`src/rtl/drum_sequencer_pkg.sv`:
```
// Shared types and constants for the drum step sequencer.
package drum_sequencer_pkg;

    // Transport state of the sequencer
    typedef enum logic [1:0] {
        ST_IDLE  = 2'd0,
        ST_RUN   = 2'd1,
        ST_PAUSE = 2'd2
    } seq_state_e;

    // Transport command after same-cycle priority has been resolved
    typedef enum logic [1:0] {
        CMD_NONE  = 2'd0,
        CMD_START = 2'd1,
        CMD_PAUSE = 2'd2,
        CMD_STOP  = 2'd3
    } seq_cmd_e;

    localparam int DEF_NUM_VOICES = 4;
    localparam int DEF_NUM_STEPS  = 16;
    localparam int DEF_PER_W      = 24;

    // Shortest legal step period in clocks; smaller requests are raised to this
    localparam int MIN_PERIOD = 2;

    // stop beats pause, pause beats start
    function automatic seq_cmd_e decode_cmd(input logic start, input logic pause,
                                            input logic stop);
        seq_cmd_e cmd;
        cmd = CMD_NONE;
        if (stop) begin
            cmd = CMD_STOP;
        end else if (pause) begin
            cmd = CMD_PAUSE;
        end else if (start) begin
            cmd = CMD_START;
        end
        return cmd;
    endfunction

endpackage

```
`src/rtl/drum_sequencer_if.sv`:
```
// Control/pattern/trigger bundle between the user-control logic and the sequencer.
interface drum_sequencer_if #(
    parameter int NUM_VOICES = 4,
    parameter int STEP_W     = 4,
    parameter int VOICE_W    = 2,
    parameter int PER_W      = 24
);
    logic                  start;
    logic                  pause;
    logic                  stop;
    logic [PER_W-1:0]      step_period;
    logic [NUM_VOICES-1:0] mute;
    logic                  pat_we;
    logic [VOICE_W-1:0]    pat_voice;
    logic [STEP_W-1:0]     pat_step;
    logic                  pat_val;
    logic [NUM_VOICES-1:0] go;
    logic [STEP_W-1:0]     step_idx;
    logic                  step_tick;
    logic                  running;

    modport master (
        output start, pause, stop, step_period, mute,
        output pat_we, pat_voice, pat_step, pat_val,
        input  go, step_idx, step_tick, running
    );

    modport slave (
        input  start, pause, stop, step_period, mute,
        input  pat_we, pat_voice, pat_step, pat_val,
        output go, step_idx, step_tick, running
    );
endinterface

```
`src/rtl/drum_sequencer_step_timer.sv`:
```
// Step-period timer: counts clocks within a step and flags the last clock of it.
module drum_sequencer_step_timer
    import drum_sequencer_pkg::*;
#(
    parameter int PER_W = DEF_PER_W
) (
    input  logic             clk,
    input  logic             reset,
    input  logic             en,
    input  logic             clear,
    input  logic             load,
    input  logic [PER_W-1:0] step_period,
    output logic             boundary
);

    logic [PER_W-1:0] tick_q, tick_d;
    logic [PER_W-1:0] per_q, per_d;

    // Periods below the minimum would make the step shorter than the fire pulse
    function automatic logic [PER_W-1:0] clamp_period(input logic [PER_W-1:0] p);
        return (p < PER_W'(MIN_PERIOD)) ? PER_W'(MIN_PERIOD) : p;
    endfunction

    // High during the last clock of the current step
    assign boundary = (tick_q == (per_q - PER_W'(1)));

    // Counter advance/wrap and period latch
    always_comb begin
        tick_d = tick_q;
        per_d  = per_q;
        if (clear) begin
            tick_d = '0;
        end else if (en) begin
            tick_d = boundary ? '0 : (tick_q + PER_W'(1));
        end
        if (load) begin
            per_d = clamp_period(step_period);
        end
    end

    // Timer registers
    always_ff @(posedge clk) begin
        if (reset) begin
            tick_q <= '0;
            per_q  <= PER_W'(MIN_PERIOD);
        end else begin
            tick_q <= tick_d;
            per_q  <= per_d;
        end
    end

endmodule

```
`src/rtl/drum_sequencer.sv`:
```
// Drum step sequencer: transport FSM, pattern store and per-voice trigger pulses.
module drum_sequencer
    import drum_sequencer_pkg::*;
#(
    parameter int NUM_VOICES = DEF_NUM_VOICES,
    parameter int NUM_STEPS  = DEF_NUM_STEPS,
    parameter int STEP_W     = 4,
    parameter int VOICE_W    = 2,
    parameter int PER_W      = DEF_PER_W
) (
    input logic              clk,
    input logic              reset,
    drum_sequencer_if.slave  bus
);

    seq_state_e            state_q, state_d;
    logic [STEP_W-1:0]     step_idx_q, step_idx_d;
    logic [NUM_VOICES-1:0] go_q, go_d;
    logic                  step_tick_q, step_tick_d;
    logic                  running_q, running_d;
    logic [NUM_VOICES-1:0] pattern_q [NUM_STEPS];
    logic [NUM_VOICES-1:0] pattern_d [NUM_STEPS];

    seq_cmd_e              cmd;
    logic                  fire;
    logic [STEP_W-1:0]     fire_step;
    logic                  tmr_en;
    logic                  tmr_clear;
    logic                  tmr_load;
    logic                  tmr_boundary;

    assign cmd = decode_cmd(bus.start, bus.pause, bus.stop);

    drum_sequencer_step_timer #(
        .PER_W (PER_W)
    ) u_timer (
        .clk         (clk),
        .reset       (reset),
        .en          (tmr_en),
        .clear       (tmr_clear),
        .load        (tmr_load),
        .step_period (bus.step_period),
        .boundary    (tmr_boundary)
    );

    // Transport FSM: next state, step index, timer control and fire request
    always_comb begin
        state_d    = state_q;
        step_idx_d = step_idx_q;
        tmr_en     = 1'b0;
        tmr_clear  = 1'b0;
        tmr_load   = 1'b0;
        fire       = 1'b0;
        fire_step  = step_idx_q;
        case (state_q)
            ST_IDLE: begin
                if (cmd == CMD_START) begin
                    state_d    = ST_RUN;
                    step_idx_d = '0;
                    tmr_clear  = 1'b1;
                    tmr_load   = 1'b1;
                    fire       = 1'b1;
                    fire_step  = '0;
                end
            end
            ST_RUN: begin
                case (cmd)
                    CMD_STOP: begin
                        state_d    = ST_IDLE;
                        step_idx_d = '0;
                        tmr_clear  = 1'b1;
                    end
                    CMD_PAUSE: begin
                        state_d = ST_PAUSE;
                    end
                    default: begin
                        tmr_en = 1'b1;
                        if (tmr_boundary) begin
                            step_idx_d = step_idx_q + STEP_W'(1);
                            tmr_load   = 1'b1;
                            fire       = 1'b1;
                            fire_step  = step_idx_q + STEP_W'(1);
                        end
                    end
                endcase
            end
            ST_PAUSE: begin
                if (cmd == CMD_STOP) begin
                    state_d    = ST_IDLE;
                    step_idx_d = '0;
                    tmr_clear  = 1'b1;
                end else if (cmd == CMD_START) begin
                    state_d = ST_RUN;
                    // The resume edge counts, but never wraps, so resuming cannot fire
                    tmr_en  = ~tmr_boundary;
                end
            end
            default: begin
                state_d    = ST_IDLE;
                step_idx_d = '0;
                tmr_clear  = 1'b1;
            end
        endcase
    end

    // Trigger pulses and status outputs; fire reads the pattern before any same-edge write
    always_comb begin
        go_d        = '0;
        step_tick_d = 1'b0;
        if (fire) begin
            go_d        = pattern_q[fire_step] & ~bus.mute;
            step_tick_d = 1'b1;
        end
        running_d = (state_d == ST_RUN);
    end

    // Pattern write port, usable in every state
    always_comb begin
        pattern_d = pattern_q;
        if (bus.pat_we) begin
            pattern_d[bus.pat_step][bus.pat_voice] = bus.pat_val;
        end
    end

    // State, output and pattern registers
    always_ff @(posedge clk) begin
        if (reset) begin
            state_q     <= ST_IDLE;
            step_idx_q  <= '0;
            go_q        <= '0;
            step_tick_q <= 1'b0;
            running_q   <= 1'b0;
            pattern_q   <= '{default: '0};
        end else begin
            state_q     <= state_d;
            step_idx_q  <= step_idx_d;
            go_q        <= go_d;
            step_tick_q <= step_tick_d;
            running_q   <= running_d;
            pattern_q   <= pattern_d;
        end
    end

    assign bus.go        = go_q;
    assign bus.step_idx  = step_idx_q;
    assign bus.step_tick = step_tick_q;
    assign bus.running   = running_q;

endmodule
```
`src/flat_wrapper.sv`:
```
// flat-port wrapper written by rule: the top's interface ports become plain ports
module drum_sequencer_flat import drum_sequencer_pkg::*;
#(
    parameter int NUM_VOICES = DEF_NUM_VOICES,
    parameter int NUM_STEPS  = DEF_NUM_STEPS,
    parameter int STEP_W     = 4,
    parameter int VOICE_W    = 2,
    parameter int PER_W      = DEF_PER_W
)
  (clk, reset, bus_start, bus_pause, bus_stop, bus_step_period, bus_mute, bus_pat_we, bus_pat_voice, bus_pat_step, bus_pat_val, bus_go, bus_step_idx, bus_step_tick, bus_running);
  drum_sequencer_if #(.NUM_VOICES(NUM_VOICES), .STEP_W(STEP_W), .VOICE_W(VOICE_W), .PER_W(PER_W)) bus_i ();
  input logic clk;
  input logic reset;
  input wire logic [$bits(bus_i.start)-1:0] bus_start;
  input wire logic [$bits(bus_i.pause)-1:0] bus_pause;
  input wire logic [$bits(bus_i.stop)-1:0] bus_stop;
  input wire logic [$bits(bus_i.step_period)-1:0] bus_step_period;
  input wire logic [$bits(bus_i.mute)-1:0] bus_mute;
  input wire logic [$bits(bus_i.pat_we)-1:0] bus_pat_we;
  input wire logic [$bits(bus_i.pat_voice)-1:0] bus_pat_voice;
  input wire logic [$bits(bus_i.pat_step)-1:0] bus_pat_step;
  input wire logic [$bits(bus_i.pat_val)-1:0] bus_pat_val;
  output wire logic [$bits(bus_i.go)-1:0] bus_go;
  output wire logic [$bits(bus_i.step_idx)-1:0] bus_step_idx;
  output wire logic [$bits(bus_i.step_tick)-1:0] bus_step_tick;
  output wire logic [$bits(bus_i.running)-1:0] bus_running;
  assign bus_i.start = bus_start;
  assign bus_i.pause = bus_pause;
  assign bus_i.stop = bus_stop;
  assign bus_i.step_period = bus_step_period;
  assign bus_i.mute = bus_mute;
  assign bus_i.pat_we = bus_pat_we;
  assign bus_i.pat_voice = bus_pat_voice;
  assign bus_i.pat_step = bus_pat_step;
  assign bus_i.pat_val = bus_pat_val;
  assign bus_go = bus_i.go;
  assign bus_step_idx = bus_i.step_idx;
  assign bus_step_tick = bus_i.step_tick;
  assign bus_running = bus_i.running;
  drum_sequencer #(.NUM_VOICES(NUM_VOICES), .NUM_STEPS(NUM_STEPS), .STEP_W(STEP_W), .VOICE_W(VOICE_W), .PER_W(PER_W)) u_core (.clk(clk), .reset(reset), .bus(bus_i));
endmodule
```
`config.mk`:
```
export PLATFORM = sky130hd
export DESIGN_NAME = drum_sequencer_flat
export DESIGN_NICKNAME = d
export VERILOG_FILES = /design/src/rtl/drum_sequencer_pkg.sv /design/src/rtl/drum_sequencer_if.sv /design/src/rtl/drum_sequencer_step_timer.sv /design/src/rtl/drum_sequencer.sv /design/src/flat_wrapper.sv
export SDC_FILE = /design/constraint.sdc
export NUM_CORES = 1
export LEC_CHECK = 0
export BUFFER_PORTS_ARGS = -buffer_cell sky130_fd_sc_hd__buf_2
export CELL_PAD_IN_SITES_DETAIL_PLACEMENT = 1
export CELL_PAD_IN_SITES_GLOBAL_PLACEMENT = 2
export CORE_MARGIN = 2
export CORE_UTILIZATION = 33
export CTS_CLUSTER_SIZE = 24
export DETAILED_ROUTE_END_ITERATION = 10
export GPL_TIMING_DRIVEN = 0
export PLACE_DENSITY_LB_ADDON = 0.1
export SLEW_MARGIN = 25
export SYNTH_ARGS = -nofsm -noshare
export SYNTH_HDL_FRONTEND = slang
export SYNTH_SLANG_ARGS = --single-unit
```
`constraint.sdc`:
```
create_clock -name clk -period 4.1 [get_ports clk]
set_clock_uncertainty 0.2 [all_clocks]
set_input_delay 0.205 -clock clk [delete_from_list [all_inputs] [get_ports clk]]
set_output_delay 0.205 -clock clk [all_outputs]
set_load 0.005 [all_outputs]
```
==> results of run 1 <==
cell families after synthesis:
kind of cell | synth area share, %
flip-flops | 34.8
AND/OR/NAND/NOR | 29.6
multiplexers | 7.67
AO/OA/AOI/OAI | 15.8
adder cells (fa/ha/maj) | 1.23
buffers and inverters | 4.78
XOR/XNOR | 6.02
final timing paths:
path                                                           start                                 to  slack [ns]  depth (start not counted)
worst min-delay path                                       bus_pause      u_core.bus.running$_SDFF_PP0_        0.03                          4
worst max-delay path            u_core.u_timer.per_q[2]$_SDFFE_PP0P_        u_core.bus.go[1]$_SDFF_PP0_       -0.21                         12
worst min register to register     u_core.pattern_q[40]$_SDFFE_PP0P_  u_core.pattern_q[40]$_SDFFE_PP0P_        0.26                          2
worst max register to register  u_core.u_timer.per_q[2]$_SDFFE_PP0P_        u_core.bus.go[1]$_SDFF_PP0_       -0.21                         12
synthesized netlist by cell type, drive strengths merged (4+ instances only):
cell,count
or2,8
nand2,150
o2111ai,5
dfxtp,124
nand2b,12
nand3,64
xnor2,35
or4,9
a211o,4
a21oi,86
xor2,14
or3,11
nand4,14
nor3,25
mux4,4
mux2,5
nor2b,5
clkbuf,43
and3,11
a31oi,10
o22ai,5
mux2i,40
nor3b,6
nor2,88
nor4,17
inv,22
buf,11
and2,5
ha,7
o21ai,32
through the flow:
stage               total power [µW]  TNS (ns)  utilization (%)
floorplan                       1430         0                -
global placement                1550    -41.69             36.6
detailed placement              1550    -45.76             36.8
CTS                             3030    -0.455             42.5
global route                    3160     -3.59             44.3
finish                          3040    -0.581             44.3
power groups by stage:
stage	combinational (µW)	clock (µW)	sequential, µW
4_1_cts	341	1460	1230
3_5_place_dp	293	0	1260
3_3_place_gp	290	0	1260
2_1_floorplan	183	0	1250
5_1_grt	395	1530	1230
6_report	365	1440	1230
cell type report:
cell class                 count  area (µm²)  share of cell area [%]
buffer                        48         285                    3.06
clock buffer                  20         447                    4.79
inverter                      22        82.6                   0.885
tap                          275         344                    3.69
sequential                   124        2510                    26.9
multi-input combinational    719        4700                    50.3
timing repair buffer         116         873                    9.36
clock inverter                11        96.3                    1.03
state kept, by name, summed over array words and instances (netlist names):
signal	count
u_core.pattern_q	64
u_core.bus.running	1
u_core.u_timer.per_q	24
u_core.u_timer.tick_q	24
u_core.bus.step_tick	1
u_core.bus.go	4
u_core.state_q	2
u_core.bus.step_idx	4
worst register-to-register path, stage by stage (launching register included):
cell       delay, ns
dfxtp_4         0.35
or4_4           0.55
or4b_4          0.57
nor4_4          0.33
o21ai_4         0.11
or4_4           0.48
nor3_4          0.31
buf_6           0.17
nand2_8         0.06
a2111oi_4       0.47
o2111ai_2       0.21
a21boi_2        0.20
o211ai_1        0.22
metal layers:
| layer | routed length, µm | track usage (%) |
|---|---|---|
| met2 | 13600 | 42.5 |
| met1 | 11900 | 29.1 |
| met3 | 574 | 3.52 |
| met4 | 771 | 9.16 |
| met5 | 0 | 0 |
timing repair:
action / CTS / global route
gates resized for setup: 65 / 39
hold endpoints to repair: 29 / 0
endpoints found under the setup margin: 57 / 50
gates cloned: 0 / 2
hold buffers: 28 / 0
pin swaps: 20 / 23
setup buffers: 19 / 19
==> impl_metrics.tcl, run 1 <==
set metrics [dict create \
    finalHoldViolations 0 \
    stdcell_count 1335 \
    num_rows 53 \
    relSlewSlack_pct 29.0 \
    crit_fanout 4 \
    yosys.area.top_type_share_pct 34.8 \
    die_width_um 151 \
    grt_max_degree 17 \
    ys_seq_area_share_pct 34.8 \
    fin_ws_ns -0.210 \
    synth_cell_type_count 72 \
    die_area_um2 22800 \
    ios 51 \
    critPathKind "reg -> reg" \
    final_common_cell "nand2_1" \
    dr_total_vias 7164 \
    fin_crit_sh_pct 105 \
    syn-cell-area_um2 7120 \
    cts_buffer_depth 2 \
    place_congestion 0.807 \
    slowest_stage "or4b_4" \
    grt_pass1_vias 7238 \
    synth-edff-count 0 \
    crit_chain "or4_4, or4b_4, nor4_4, o21ai_4, or4_4, nor3_4, buf_6, nand2_8, a2111oi_4, o2111ai_2, a21boi_2, o211ai_1" \
    cp_common_cell "or4_4" \
    core_area_um2 21100 \
    ys_ff_latch 124 \
    grt_pass1_wl_um 41100 \
    postPlaceCellArea_um2 7750 \
    crit_path_end_kind "flop" \
    hold_slack_ns 0.0340 \
    rsz0062_at_grt "yes" \
    cp_data_required_time_ns 4.23 \
    leakagePower_uw 0.00316 \
    cp_num_buf_inv 1 \
    max_freq_mhz 232 \
    yosysTopAreaCell "dfxtp_1" \
    syn_to_final_growth_pct 31.0 \
    synth.avg_cell_area_um2 7.75 \
    layout.nets 1096 \
    die_h_um 151 \
    p_comb_share_pct 12.0 \
    tightest_slew_ns 1.06 \
    hpwl_um 18900 \
    drt_pass1_iterations 4 \
    design_area_um2 9330 \
    seqPwrFrac_pct 40.6 \
    cp-start-kind "flop" \
    setup_viol 10 \
    outcome "complete, but fails checks" \
    critPathMaxStageDelay_ns 0.57 \
    place_inst 1243 \
    slew_violations 0 \
    yosysWarnings 0 \
    htree_levels 4 \
    nFillCells 2543 \
    pre_cts_ws_ns -1.16 \
    cts_root_buffer "clkbuf_16" \
    worst_ir_drop_vdd_v 0.000251 \
    cts_tree "done" \
    viasPerCell 5.37 \
    mostFrequentLayoutCells "nand2_1 (147), dfxtp_1 (114), nor2_1 (86), a21oi_1 (85), nand3_1 (62)" \
    swShare_pct 27.6 \
    synthCells 919 \
    grtUsageTotal_pct 23.9 \
    cts_sinks 124 \
    cp.arrival_ns 4.44 \
    initial_core_util_pct 33.8 \
    drcViolationCount 0 \
    antenna_left 0 \
    numCtsBuffers 17 \
    period_needed_ns 4.31 \
    power_switching_uw 838 \
    synthArstFlopShare_pct 0 \
    antenna_found_initial 0 \
    clock_latency_ns 0.43 \
    synth_ff_type "dfxtp_1" \
    p_int_uw 2200 \
    wirelength_um 26900 \
    clkTransAtPathRegs_ns 0.06 \
    syn_nets 967 \
    synthTopCellsByArea "dfxtp_1 (35%), nand2_1 (7.9%), a21oi_1 (6.0%)" \
    cp_top_family "simple AND/OR/NAND/NOR gates" \
    pwr_density_cell_nw_per_um2 325 \
    clock_power_share_pct 47.4 \
    min_path_type "in -> reg" \
    n_antenna_cell 0 \
    wl_per_cell_um 20.2 \
    violations "setup timing" \
    overflow 0 \
    drive_gt1_share_pct 21.2 \
    maxCapViolations 0 \
    drtIter0Drc 294 \
    portBuffers 49 \
]
Power figures use the tool's default switching activity.
==> inputs of run 2 (changes only) <==
--- a/config.mk
+++ b/config.mk
@@ -5,13 +5,13 @@
 export SDC_FILE = /design/constraint.sdc
 export NUM_CORES = 1
 export LEC_CHECK = 0
-export BUFFER_PORTS_ARGS = -buffer_cell sky130_fd_sc_hd__buf_2
 export CELL_PAD_IN_SITES_DETAIL_PLACEMENT = 1
 export CELL_PAD_IN_SITES_GLOBAL_PLACEMENT = 2
 export CORE_MARGIN = 2
-export CORE_UTILIZATION = 33
+export CORE_UTILIZATION = 34
 export CTS_CLUSTER_SIZE = 24
 export DETAILED_ROUTE_END_ITERATION = 10
+export DONT_BUFFER_PORTS = 1
 export GPL_TIMING_DRIVEN = 0
 export PLACE_DENSITY_LB_ADDON = 0.1
 export SLEW_MARGIN = 25
==> impl_metrics.tcl, run 2 (synthesis gave the netlist of run 1 again) <==
set metrics [dict create \
    worst_r2r_endpoint "u_core.bus.go[2]$_SDFF_PP0_" \
    slowest_stage "or4b_4" \
    wl_per_cell_um 21.3 \
    place_inst 1189 \
    violations "hold timing, setup timing" \
    cp_data_required_time_ns 4.21 \
    cp_top_family "simple AND/OR/NAND/NOR gates" \
    reg_top3 "u_core.pattern_q: 64 flops, u_core.u_timer.per_q: 24 flops, u_core.u_timer.tick_q: 24 flops" \
    grt_max_degree 17 \
    drcViolationCount 0 \
    min_path_type "in -> reg" \
    clkTransAtPathRegs_ns 0.06 \
    cp_common_cell "or4_4" \
    maxCapViolations 0 \
    relSlewSlack_pct 38.7 \
    layout.nets 1058 \
    hpwl_um 19200 \
    cp.arrival_ns 4.35 \
    power_uw 3230 \
    cts_root_buffer "clkbuf_16" \
    cts_sinks 124 \
    critPathMaxStageDelay_ns 0.60 \
    worst_ir_drop_vdd_v 0.000238 \
    slew_violations 0 \
    largest_reg_flops 64 \
    mostFrequentLayoutCells "nand2_1 (148), dfxtp_1 (116), nor2_1 (86), a21oi_1 (84), nand3_1 (62)" \
    die_area_um2 22100 \
    cp_num_buf_inv 1 \
    grt_pass1_wl_um 41800 \
    max_freq_mhz 236 \
    clock_latency_ns 0.44 \
    cts_tree "done" \
    finalHoldViolations 1 \
    crit_path_end_kind "flop" \
    rsz0062_at_grt "yes" \
    drtIter0Drc 321 \
    drt_pass1_iterations 5 \
    wirelength_um 27500 \
    tightest_slew_ns 0.919 \
    setup_viol 4 \
    stdcell_count 1293 \
    nFillCells 2479 \
    crit_chain "or4_4, or4b_4, nor4_4, o21ai_2, or4_4, nor3_4, buf_4, and3_4, o22a_4, mux4_2, mux2i_1, o22ai_2" \
    initial_core_util_pct 34.9 \
    cts_buffer_depth 2 \
    ios 51 \
    hold_slack_ns -0.00512 \
    n_antenna_cell 0 \
    portBuffers 0 \
    place_congestion 0.830 \
    num_rows 52 \
    crit_fanout 4 \
    critPathKind "reg -> reg" \
    antenna_left 0 \
    worst_r2r_startpoint "u_core.u_timer.per_q[7]$_SDFFE_PP0P_" \
    drive_gt1_share_pct 16.6 \
    overflow 0 \
    reg2reg_depth 12 \
    antenna_found_initial 0 \
    fin_crit_sh_pct 103 \
    fin_ws_ns -0.141 \
    viasPerCell 5.60 \
    die_width_um 149 \
    period_needed_ns 4.24 \
    leakagePower_uw 0.00305 \
    r2r_setup_slack_ns -0.14 \
    critPathLaunch "u_core.u_timer.per_q[7]$_SDFFE_PP0P_" \
    numCtsBuffers 17 \
    final_common_cell "nand2_1" \
    pwr_density_cell_nw_per_um2 351 \
    grtUsageTotal_pct 24.7 \
    htree_levels 4 \
    syn_to_final_growth_pct 29.4 \
    die_h_um 149 \
    core_area_um2 20400 \
    dr_total_vias 7236 \
    worstSetupPathDepth 12 \
    endpoint "u_core.bus.go[2]$_SDFF_PP0_" \
    largest-register "u_core.pattern_q" \
    outcome "complete, but fails checks" \
    cp-start-kind "flop" \
    grt_pass1_vias 7680 \
]
## run 2: what timing repair did
item,4_1_cts,5_1_grt
gates cloned,0,1
setup endpoints to repair,57,50
gates resized for setup,63,28
hold endpoints to repair,62,0
hold buffers,43,0
buffers inserted,24,9
pin swaps,21,11
## run 2: area by class of cell
type	instances	area [µm²]	area share, %
repair buffers	76	694	7.53
clock buffers	20	447	4.85
well taps	270	338	3.66
clock inverters	12	186	2.02
plain buffers	49	254	2.76
multi-input cells	720	4710	51.1
inverters	22	82.6	0.896
flip-flops and latches	124	2500	27.1
## run 2: how the worst min path moves through the flow
stage | from | to | slack [ns] | cells past startpoint
after CTS | bus_pause | u_core.u_timer.tick_q[1]$_SDFFE_PP0P_ | 0.02 | 3
after global placement | bus_step_period[14] | u_core.u_timer.per_q[14]$_SDFFE_PP0P_ | 0.15 | 2
after floorplan | bus_step_period[4] | u_core.u_timer.per_q[4]$_SDFFE_PP0P_ | 0.15 | 2
after global routing | bus_pat_step[1] | u_core.pattern_q[51]$_SDFFE_PP0P_ | 0.04 | 4
after detailed placement | bus_step_period[15] | u_core.u_timer.per_q[15]$_SDFFE_PP0P_ | 0.16 | 2
final | bus_pat_step[1] | u_core.pattern_q[51]$_SDFFE_PP0P_ | -0.005 | 4
## run 2: worst min-delay path, delay by kind of cell
kind,cells,cell delay [ns]
and+or+nand+nor,3,0.32
AOI/OAI and AO/OA,1,0.06
## run 2: stage by stage
stage / hold WS [ns] / setup WS (ns) / area (µm²) / util [%] / TNS [ns]
after floorplan: 0.152 / 0.00522 / 7140 / - / 0
after global placement: 0.154 / -0.992 / 7470 / 36.6 / -39.56
after detailed placement: 0.165 / -1.05 / 7490 / 36.7 / -44.30
after CTS: 0.0170 / -0.0974 / 8990 / 44.0 / -0.209
after global routing: 0.0365 / -0.250 / 9220 / 45.1 / -0.916
final: -0.00512 / -0.141 / 9220 / 45.1 / -0.327
## run 2: metal layers
layer,vias up,track usage (%),wire (µm)
li1,3436,-,-
met2,152,44.9,14300
met5,-,0,0
met3,70,4.46,796
met1,3578,27.9,11300
met4,0,12.0,1120
## run 2: where the power goes
group	internal [µW]	switching [µW]	total, µW	leakage [µW]
logic	129	214	343	0.00174
registers	1220	15.7	1230	0.00100
clock network	1040	617	1660	0.000310
==> inputs of run 3 (changes only) <==
--- a/config.mk
+++ b/config.mk
@@ -12,8 +12,8 @@
 export CTS_CLUSTER_SIZE = 24
 export DETAILED_ROUTE_END_ITERATION = 10
 export DONT_BUFFER_PORTS = 1
-export GPL_TIMING_DRIVEN = 0
 export PLACE_DENSITY_LB_ADDON = 0.1
+export SKIP_LAST_GASP = 1
 export SLEW_MARGIN = 25
 export SYNTH_ARGS = -nofsm -noshare
 export SYNTH_HDL_FRONTEND = slang
==> constraint.sdc (replaced) <==
create_clock -name clk -period 3.7 [get_ports clk]
set_clock_uncertainty 0.2 [all_clocks]
set_input_delay 0.185 -clock clk [delete_from_list [all_inputs] [get_ports clk]]
set_output_delay 0.185 -clock clk [all_outputs]
set_load 0.005 [all_outputs]
==> impl_metrics.tcl, run 3 (synthesis gave the netlist of run 1 again) <==
set metrics [dict create \
    cp_num_buf_inv 3 \
    tightest_slew_ns 0.970 \
    drt-met1-wl_um 10700 \
    drt_pass1_iterations 4 \
    outcome "complete, but fails checks" \
    max_freq_mhz 248 \
    dr_total_vias 7244 \
    numCtsBuffers 17 \
    die_width_um 149 \
    crit_chain "or4_4, or4b_4, buf_6, xnor2_2, a2111oi_2, buf_4, and2_4, nand4_1, and3_4, buf_6, a2111o_1, nand4_1, o22ai_1, o21a_1" \
    critPathLaunch "u_core.u_timer.per_q[2]$_SDFFE_PP0P_" \
    p_comb_share_pct 11.8 \
    crit_path_end_kind "flop" \
    worst_ir_drop_vdd_v 0.000300 \
    fin_ws_ns -0.327 \
    setup_viol 47 \
    hpwl_um 18200 \
    cp_data_required_time_ns 3.83 \
    final_common_cell "nand2_1" \
    nFillCells 2386 \
    top_layer "met4" \
    seq_area_um2 2480 \
    antenna_found_initial 0 \
    pwr_density_cell_nw_per_um2 367 \
    grt_pass1_vias 7672 \
    swShare_pct 25.7 \
    slowest_stage "or4b_4" \
    cp.arrival_ns 4.15 \
    reg2reg_depth 14 \
    drcViolationCount 0 \
    leakagePower_uw 0.00349 \
    p_int_uw 2660 \
    die_h_um 149 \
    drtIter0Drc 255 \
    power_switching_uw 918 \
    reg_top3 "u_core.pattern_q: 64 flops, u_core.u_timer.per_q: 24 flops, u_core.u_timer.tick_q: 24 flops" \
    cts_sinks 124 \
    wl_met3_um 925 \
    clock_latency_ns 0.43 \
    grt_max_degree 102 \
    cp-start-kind "flop" \
    num_rows 52 \
    n_antenna_cell 0 \
    multi_input_area_um2 4700 \
    drive_gt1_share_pct 22.8 \
    worstSetupPathDepth 14 \
    crit_fanout 6 \
    mostFrequentLayoutCells "nand2_1 (148), dfxtp_1 (122), buf_4 (91), nor2_1 (84), a21oi_1 (79)" \
    overflow 0 \
    met2_length_um 14300 \
    core_area_um2 20400 \
    cts_buffer_depth 2 \
    syn_to_final_growth_pct 36.8 \
    critPathMaxStageDelay_ns 0.59 \
    cts_root_buffer "clkbuf_16" \
    largest-register "u_core.pattern_q" \
    layout.nets 1091 \
    die_area_um2 22100 \
    endpoint "u_core.bus.go[0]$_SDFF_PP0_" \
    seqPwrFrac_pct 38.0 \
    min_path_type "in -> reg" \
    worst_r2r_startpoint "u_core.u_timer.per_q[2]$_SDFFE_PP0P_" \
    critPathKind "reg -> reg" \
    htree_levels 4 \
    pre_cts_ws_ns -0.551 \
    worst_r2r_endpoint "u_core.bus.go[0]$_SDFF_PP0_" \
    grtUsageTotal_pct 23.9 \
    period_needed_ns 4.03 \
    ios 51 \
    relSlewSlack_pct 34.9 \
    clock_power_share_pct 50.1 \
    viasPerCell 5.47 \
    grt_pass1_wl_um 41000 \
    antenna_left 0 \
    violations "setup timing" \
    maxCapViolations 0 \
    place_congestion 0.855 \
    rsz0062_at_grt "yes" \
    r2r_setup_slack_ns -0.33 \
    wl_per_cell_um 20.2 \
    cts_tree "done" \
    cp_top_family "simple AND/OR/NAND/NOR gates" \
    portBuffers 0 \
    clkTransAtPathRegs_ns 0.06 \
    wirelength_um 26800 \
    largest_reg_flops 64 \
    slew_violations 0 \
    initial_core_util_pct 34.9 \
    fin_crit_sh_pct 109 \
    hold_slack_ns 0.00111 \
    finalHoldViolations 0 \
]
==> run 3: changes by cell type in the layout (fill, tap and decap cells not counted), moves of 5 or more <==
| cell | change |
|---|---|
| a21oi_1 | -5 |
| a21oi_2 | +5 |
| buf_4 | +59 |
| clkbuf_1 | -41 |
| dfxtp_1 | +6 |
| nor3_2 | -6 |
==> run 3: worst min-delay path by stage <==
stage,cells past startpoint,from,slack [ns],to
2_1_floorplan,2,bus_step_period[4],0.13,u_core.u_timer.per_q[4]$_SDFFE_PP0P_
3_3_place_gp,1,reset,0.07,u_core.bus.step_tick$_SDFF_PP0_
3_5_place_dp,1,reset,0.08,u_core.bus.step_tick$_SDFF_PP0_
4_1_cts,5,bus_pat_we,0.005,u_core.pattern_q[33]$_SDFFE_PP0P_
5_1_grt,4,bus_pat_voice[1],0.04,u_core.pattern_q[41]$_SDFFE_PP0P_
6_report,4,bus_pat_step[1],0.001,u_core.pattern_q[51]$_SDFFE_PP0P_
==> run 3: final cells by class <==
| cell class | instances | area share [%] |
|---|---|---|
| clock buffers | 17 | 4.36 |
| clock inverters | 13 | 1.99 |
| inverters | 22 | 0.847 |
| multi-input cells | 719 | 48.2 |
| flip-flops and latches | 124 | 25.5 |
| well taps | 270 | 3.47 |
| repair buffers | 159 | 15.7 |
==> run 3: repair_timing <==
action                                  4_1_cts  5_1_grt
endpoints found under the hold margin       102        0
hold buffers                                 48        0
resized for setup                            53       33
pin swaps                                    41       31
endpoints found under the setup margin       53       53
buffers inserted                             10        8
cloned                                        2        5
==> run 3: power by group through the flow <==
stage                     sequential [µW]  clock, µW  combinational (µW)
final                                1360       1790                 424
after global routing                 1360       1880                 456
after CTS                            1360       1820                 381
after detailed placement             1390          0                 285
after global placement               1390          0                 278
after floorplan                      1390          0                 206
==> run 3: stage by stage <==
stage	cells	cell area [µm²]	util [%]	total power (µW)	TNS, ns
after global routing	1324	9750	47.7	3700	-14.19
after CTS	1312	9440	46.2	3560	-9.28
after detailed placement	1224	7990	39.1	1670	-18.05
after global placement	1224	7990	39.1	1670	-15.27
after floorplan	919	7220	-	1590	-5.63
final	1324	9750	47.7	3580	-9.44
==> run 3: layer usage <==
| layer | vias up | track usage, % |
|---|---|---|
| met3 | 45 | 5.08 |
| met1 | 3561 | 26.3 |
| li1 | 3500 | - |
| met4 | 0 | 8.67 |
| met2 | 138 | 45.0 |
| met5 | - | 0 |
==> run 3: worst reg2reg max path, stage by stage, from the launching register on <==
cell,delay [ns]
dfxtp_2,0.32
or4_4,0.54
or4b_4,0.59
buf_6,0.15
xnor2_2,0.13
a2111oi_2,0.32
buf_4,0.19
and2_4,0.17
nand4_1,0.12
and3_4,0.23
buf_6,0.14
a2111o_1,0.41
nand4_1,0.16
o22ai_1,0.10
o21a_1,0.18
